[config.mk]
export PLATFORM = sky130hd
export DESIGN_NAME = mem_port_arbiter
export DESIGN_NICKNAME = d
export VERILOG_FILES = /design/src/rtl/mem_port_arbiter_pkg.sv /design/src/rtl/mem_port_arbiter.sv
export SDC_FILE = /design/constraint.sdc
export NUM_CORES = 1
export LEC_CHECK = 0
export CAP_MARGIN = 20
export CELL_PAD_IN_SITES_DETAIL_PLACEMENT = 1
export CELL_PAD_IN_SITES_GLOBAL_PLACEMENT = 1
export CORE_MARGIN = 5
export CORE_UTILIZATION = 28
export DETAILED_ROUTE_END_ITERATION = 10
export PLACE_DENSITY_LB_ADDON = 0.08
export RECOVER_POWER = 50
export SLEW_MARGIN = 20
export SYNTH_ARGS = -nofsm -noshare
export SYNTH_HDL_FRONTEND = slang
export SYNTH_SLANG_ARGS = --single-unit
[constraint.sdc]
create_clock -name clk -period 2.07 [get_ports clk]
set_input_delay 0.3105 -clock clk [delete_from_list [all_inputs] [get_ports clk]]
set_output_delay 0.3105 -clock clk [all_outputs]
set_load 0.02 [all_outputs]
[src/rtl/mem_port_arbiter_pkg.sv]
// Shared constants for the two-port memory arbiter:
// FSM encoding, requester indices and default latency.
package mem_port_arbiter_pkg;

  localparam logic [1:0] IDLE   = 2'd0;
  localparam logic [1:0] ACCESS = 2'd1;
  localparam logic [1:0] DONE   = 2'd2;

  localparam logic PORT_DATA  = 1'b0;
  localparam logic PORT_FETCH = 1'b1;

  localparam int MEM_LAT_DEF = 2;

endpackage

[src/rtl/mem_port_arbiter.sv]
// Round-robin arbiter sharing one fixed-latency memory
// between the MEM-stage data port and instruction fetch.
module mem_port_arbiter
  import mem_port_arbiter_pkg::*;
#(
  parameter int AW      = 32,
  parameter int DW      = 32,
  parameter int MEM_LAT = MEM_LAT_DEF
) (
  input  logic          clk,
  input  logic          rst_n,
  input  logic [1:0]    req,
  input  logic [1:0]    we,
  input  logic [AW-1:0] addr0,
  input  logic [AW-1:0] addr1,
  input  logic [DW-1:0] wdata0,
  input  logic [DW-1:0] wdata1,
  output logic [1:0]    gnt,
  output logic [1:0]    done,
  output logic [DW-1:0] rdata,
  output logic          busy,
  output logic          mem_en,
  output logic          mem_we,
  output logic [AW-1:0] mem_addr,
  output logic [DW-1:0] mem_wdata,
  input  logic [DW-1:0] mem_rdata
);

  localparam int CW = $clog2(MEM_LAT + 1);

  logic [1:0]    state;
  logic [1:0]    state_d;
  logic [CW-1:0] cnt;
  logic          last_owner;
  logic          we_lat;
  logic          pick;
  logic          cnt_last;
  logic          start;

  logic [1:0]    gnt_d;
  logic [1:0]    done_d;
  logic          busy_d;
  logic          en_d;
  logic          mwe_d;

  // Contention goes to whoever did not own the last access.
  assign pick = (req == 2'b11) ? ~last_owner
              : (req[1] ? PORT_FETCH : PORT_DATA);

  assign cnt_last = (cnt == CW'(MEM_LAT - 1));
  assign start    = (state == IDLE) && (|req);

  always_ff @(posedge clk or negedge rst_n) begin
    if (!rst_n) state <= IDLE;
    else        state <= state_d;
  end

  always_comb begin
    state_d = state;
    unique case (state)
      IDLE:    if (|req) state_d = ACCESS;
      ACCESS:  if (cnt_last) state_d = DONE;
      DONE:    state_d = IDLE;
      default: state_d = IDLE;
    endcase
  end

  always_comb begin
    gnt_d  = gnt;
    done_d = 2'b00;
    en_d   = 1'b0;
    mwe_d  = 1'b0;
    busy_d = (state_d != IDLE);
    unique case (state)
      IDLE: begin
        if (|req) begin
          gnt_d = 2'b01 << pick;
          en_d  = 1'b1;
          mwe_d = we[pick];
        end
      end
      ACCESS:  if (cnt_last) done_d = gnt;
      DONE:    gnt_d = 2'b00;
      default: gnt_d = 2'b00;
    endcase
  end

  always_ff @(posedge clk or negedge rst_n) begin
    if (!rst_n) begin
      gnt        <= 2'b00;
      done       <= 2'b00;
      busy       <= 1'b0;
      mem_en     <= 1'b0;
      mem_we     <= 1'b0;
      mem_addr   <= '0;
      mem_wdata  <= '0;
      rdata      <= '0;
      cnt        <= '0;
      last_owner <= PORT_FETCH;
      we_lat     <= 1'b0;
    end else begin
      gnt    <= gnt_d;
      done   <= done_d;
      busy   <= busy_d;
      mem_en <= en_d;
      mem_we <= mwe_d;
      if (start) begin
        last_owner <= pick;
        cnt        <= '0;
        we_lat     <= we[pick];
        mem_addr   <= (pick == PORT_FETCH) ? addr1 : addr0;
        mem_wdata  <= (pick == PORT_FETCH) ? wdata1 : wdata0;
      end else if (state == ACCESS) begin
        cnt <= cnt + CW'(1);
        if (cnt_last && !we_lat) rdata <= mem_rdata;
      end
    end
  end

endmodule
### Yosys cells after proc, flatten, opt, wreduce, memory -nomap -nowiden

Cells that the tools add are included.

| cells by class | value |
|---|---|
| eq/ne operators | 4 |
| $lt $le $gt $ge | 1 |
| shifts and indexed selects | 1 |
| $add $sub $neg | 1 |
| reductions and logical operators | 9 |
| divide/modulo/power cells | 0 |
| mux-type cells | 19 |
| $mul | 0 |
| bitwise logic cells | 3 |

Operators by type and width:

| operator | count |
|---|---|
| $mux W32 | 2 |
| $mux W2 | 7 |
| $mux W1 | 8 |
| $pmux W2 S2 | 2 |
| $eq A2 B1 Y1 const B | 2 |
| $reduce_bool A2 Y1 | 2 |
| $not A1 Y1 | 3 |
| $reduce_and A3 Y1 | 1 |
| $add A2 B1 Y2 const B | 1 |
| $eq A2 B2 Y1 const B | 1 |
| $logic_and A1 B1 Y1 | 2 |
| $logic_not A2 Y1 | 1 |
| $lt A1 B2 Y1 const B | 1 |
| $ne A2 B1 Y1 const B | 1 |
| $reduce_and A2 Y1 | 1 |
| $reduce_or A2 Y1 | 1 |
| $shl A1 B1 Y2 const A | 1 |
| $logic_not A1 Y1 | 1 |

| storage, ports and cells | value |
|---|---|
| flip-flop bits (word level) | 109 |
| bits in latches | 0 |
| bits in read-only memories | 0 |
| RAM bits | 0 |
| input port bits | 166 |
| memories | 0 |

### Depth between registers and ports, before layout

Gate-level depths: netlist of run 1.

| logic depth | value |
|---|---|
| depth in word-level cells | 6 |
| mapped depth | 8 |
| gate-level depth less buffers | 4 |

### Worst setup path after synthesis of run 1

Ideal clock, no wire load.

| path | value |
|---|---|
| path type | reg2reg |
| start point | reg state[0] |
| end point | reg mem_addr[21] |
| stages on the path, launching flop included | 8 |
| path slack | 0.287 ns |
| path buffers | 4 |
| arrival time | 1.657 ns |
| data required time | 1.944 ns |
| clock period less this slack | 1.783 ns |
| path through | dfrtp_1 > or2_1 > buf_2 > or2_1 > buf_2 > buf_6 > buf_6 > a221o_1 |

| on the way | value |
|---|---|
| word-level cells in the longest chain between the ends | 2 |

Ends and longest elaborated chain:

| item | line | RTL |
|---|---|---|
| start, declared | mem_port_arbiter.sv:31 | `logic [1:0] state;` |
| start signal, assigned | mem_port_arbiter.sv:55 | `else state <= state_d;` |
| $logic_not A2 Y1 | mem_port_arbiter.sv:51 | `assign start = (state == IDLE) && (\|req);` |
| $logic_and A1 B1 Y1 | mem_port_arbiter.sv:51 |  |
| end signal, assigned | mem_port_arbiter.sv:111 | `mem_addr <= (pick == PORT_FETCH) ? addr1 : addr0;` |
| end, declared | mem_port_arbiter.sv:24 | `output logic [AW-1:0] mem_addr,` |

Every way passes these cells.
A chain may end at the register's enable or synchronous reset.

### Worst setup path after layout of run 1

| path | value |
|---|---|
| start point | reg state[0] |
| end point | reg mem_addr[14] |

The elaborated chain is that of the path after synthesis.

==> impl_metrics.env, run 1 <==
export IMPL_cts_max_level=3
export IMPL_drt_pass1_iter_count=4
export IMPL_die_h_um=139
export IMPL_total_power_w=0.0117
export IMPL_p_int_w=0.00720
export IMPL_grt_antenna_before_repair=0
export IMPL_drt_antenna_violating_nets=0
export IMPL_clock_latency_ns=0.34
export IMPL_switching_share_pct=38.6
export IMPL_clock_sinks=109
export IMPL_fin_crit_ns=1.82
export IMPL_grt_pass1_wl_mm=26.5
export IMPL_hold_viol=0
export IMPL_switchingPower_w=0.00453
export IMPL_p_clk_share_pct=13.8
export IMPL_outcome="finished with violations"
export IMPL_fillers=1772
export IMPL_sequentialPowerShare_pct=32.2
export IMPL_root_buffer="clkbuf_16"
export IMPL_powerDensity_nw_per_um2=1480
export IMPL_setup_viol=0
export IMPL_comb_power_share_pct=54.0
export IMPL_seqCellArea_sq_um=2730
export IMPL_critPathCaptureType="flop"
export IMPL_syn_num_nets=568
export IMPL_cts_setup_buffers=0
export IMPL_violations="capacitance limit, slew limit"
export IMPL_max_slew_margin_rel_pct=-1.67
export IMPL_skew_ns=0.00660
export IMPL_grt_pass1_vias=4691
export IMPL_drc=0
export IMPL_detail_route_wirelength_mm=16.8
export IMPL_globalRouteOverflowTotal=0
export IMPL_vdd_drop_max_mv=0.730
export IMPL_port_buffers=268
export IMPL_final_layout_size_suffix_gt1_share_pct=9.80
export IMPL_yosysSeqAreaShare_pct=58.5
export IMPL_layout_nets=825
export IMPL_drv_slew=110
export IMPL_cts_made_buffers=9
export IMPL_synthTopCellsByArea="dfrtp_1, a221o_1, mux2_2, nor3_1, inv_1"
export IMPL_dp_cells=867
export IMPL_cts_tree="done"
export IMPL_syn_avg_cell_area_sq_um=11.6
export IMPL_place_gp_congestion=0.779
export IMPL_setup_tns_ns=0
export IMPL_cts_resized=0
export IMPL_die_area_sq_um=19400
export IMPL_timing_hold_ws_ns=0.489
export IMPL_start_kind="flop"
export IMPL_ctsHoldBuffers=0
export IMPL_drv_cap=1
export IMPL_cp_max_fo=34
export IMPL_cts_buffer_depth=2
export IMPL_route_vias_total=4214
export IMPL_critical_path_class="flop to flop"
export IMPL_syn_area_sq_um=4670
export IMPL_core_sq_um=16500
export IMPL_num_rows=47
export IMPL_diodes=0
export IMPL_ys_ff_latch=109
export IMPL_rsz0062_at_grt="false"
export IMPL_multi_input_area_sq_um=1530
export IMPL_avgViaCountPerCell=4.77
export IMPL_finalCritPeriodShare_pct=87.9
export IMPL_die_width_um=139
export IMPL_pin_count=269
export IMPL_layout_common_cells="clkdlybuf4s50_1, dfrtp_1, inv_1, nor3_1, a221o_1"
export IMPL_worstPathArrival_ns=2.04
export IMPL_leakagePower_nw=3.46
export IMPL_hold_class="primary input to asynchronous set/reset pin"
export IMPL_syn_instance_count=401
export IMPL_yosysUniqueCellTypes=29
export IMPL_clkTransAtPathRegs_ns=0.07
export IMPL_start_util_pct=28.3
export IMPL_drt_iter0_markers=161
export IMPL_fmax_mhz=550
export IMPL_area_delta_synth_final_pct=69.8
export IMPL_grt_max_degree=110
export IMPL_required_ns=2.29
export IMPL_hpwl_mm=12.2
export IMPL_synth_top_area_share_pct=57.9
export IMPL_yosysTopAreaCell="dfrtp_1"
export IMPL_grtUsageTotal_pct=17.0
export IMPL_wl_per_cell_um=19.0
export IMPL_final_common_cell="clkdlybuf4s50_1"
export IMPL_ys_warn_count=0
export IMPL_final_cell_count_no_fill=883
export IMPL_worst_pin_slew_ns=1.52
==> layout make-up <==
cell class | instances | area share (%)
clock inverter | 3 | 0.268
sequential | 109 | 34.4
tap | 220 | 3.47
inverter | 69 | 3.27
multi-input combinational | 189 | 19.3
clock buffer | 13 | 3.16
timing repair buffer | 280 | 36.1
==> final timing paths <==
kind | slack, ns | endpoint | from | cells past startpoint
min in group clk | 0.50 | gnt[1] | state[1] | 1
hold / removal | 0.49 | rdata[14] | rst_n | 2
hold reg to reg | 0.50 | gnt[1] | state[1] | 1
setup reg to reg | 0.25 | mem_addr[14] | state[0] | 4
max in group asynchronous | 0.65 | mem_addr[30] | rst_n | 2
setup / recovery | 0.25 | mem_addr[14] | state[0] | 4
==> Yosys cell counts (all sizes together) <==
cell	number
dfstp	1
or2	3
inv	69
clkbuf	16
nor3	65
a221o	65
nor2b	2
o22ai	1
a21bo	1
a21o	1
buf	18
nor2	1
o21bai	1
nor3b	1
dfrtp	108
mux2	32
ha	1
and3	2
a211oi	1
and2	1
o211ai	1
a22oi	1
o21ai	3
a21oi	3
nand2	2
nand2b	1
==> kinds of logic after synthesis <==
| group | count (synthesis) | synth area share, % |
|---|---|---|
| muxes | 32 | 7.72 |
| DFF | 109 | 58.5 |
| AOI/OAI and AO/OA | 78 | 15.8 |
| buffers and inverters | 103 | 9.01 |
| adders and majority gates | 1 | 0.268 |
| and+or+nand+nor | 78 | 8.69 |
==> per-stage QoR <==
stage	worst slack (ns)	utilization (%)	instance area (sq um)
after global routing	0.188	48.1	7920
final	0.250	48.1	7920
after global placement	0.169	46.6	7680
after detailed placement	0.116	46.6	7680
after CTS	0.245	48.3	7950
after floorplan	0.287	-	4670
==> worst max-delay path: stages, from the launching register on <==
cell	delay, ns
dfrtp_1	0.44
or2_2	0.33
or2_2	0.36
buf_12	0.19
a221o_1	0.38
==> power groups by stage <==
| stage | Clock [W] | Sequential (W) | Combinational (W) |
|---|---|---|---|
| after floorplan | 0 | 0.00495 | 0.00218 |
| after global placement | 0 | 0.00381 | 0.00645 |
| after detailed placement | 0 | 0.00383 | 0.00661 |
| after CTS | 0.00170 | 0.00382 | 0.00661 |
| after global routing | 0.00178 | 0.00392 | 0.00674 |
| final | 0.00162 | 0.00378 | 0.00633 |
==> state kept, by name, indices dropped and copies added (netlist names) <==
name        count
busy            1
cnt             2
done            2
gnt             2
last_owner      1
mem_addr       32
mem_en          1
mem_wdata      32
mem_we          1
rdata          32
state           2
we_lat          1
==> layer usage <==
layer	vias up	track usage (%)	routed length [um]
li1	1942	-	-
met1	2084	21.5	6910
met2	165	27.5	8300
met3	23	5.45	1160
met4	0	6.18	427
met5	-	0	0
(Power assumes the default switching activity.)
==> run 2, diff against run 1 <==
Settings changed: CTS_CLUSTER_SIZE set to 20, GPL_ROUTABILITY_DRIVEN set to 0.
==> results of run 2 <==
No change in the layout: final DEF, timing and power equal those of run 1.
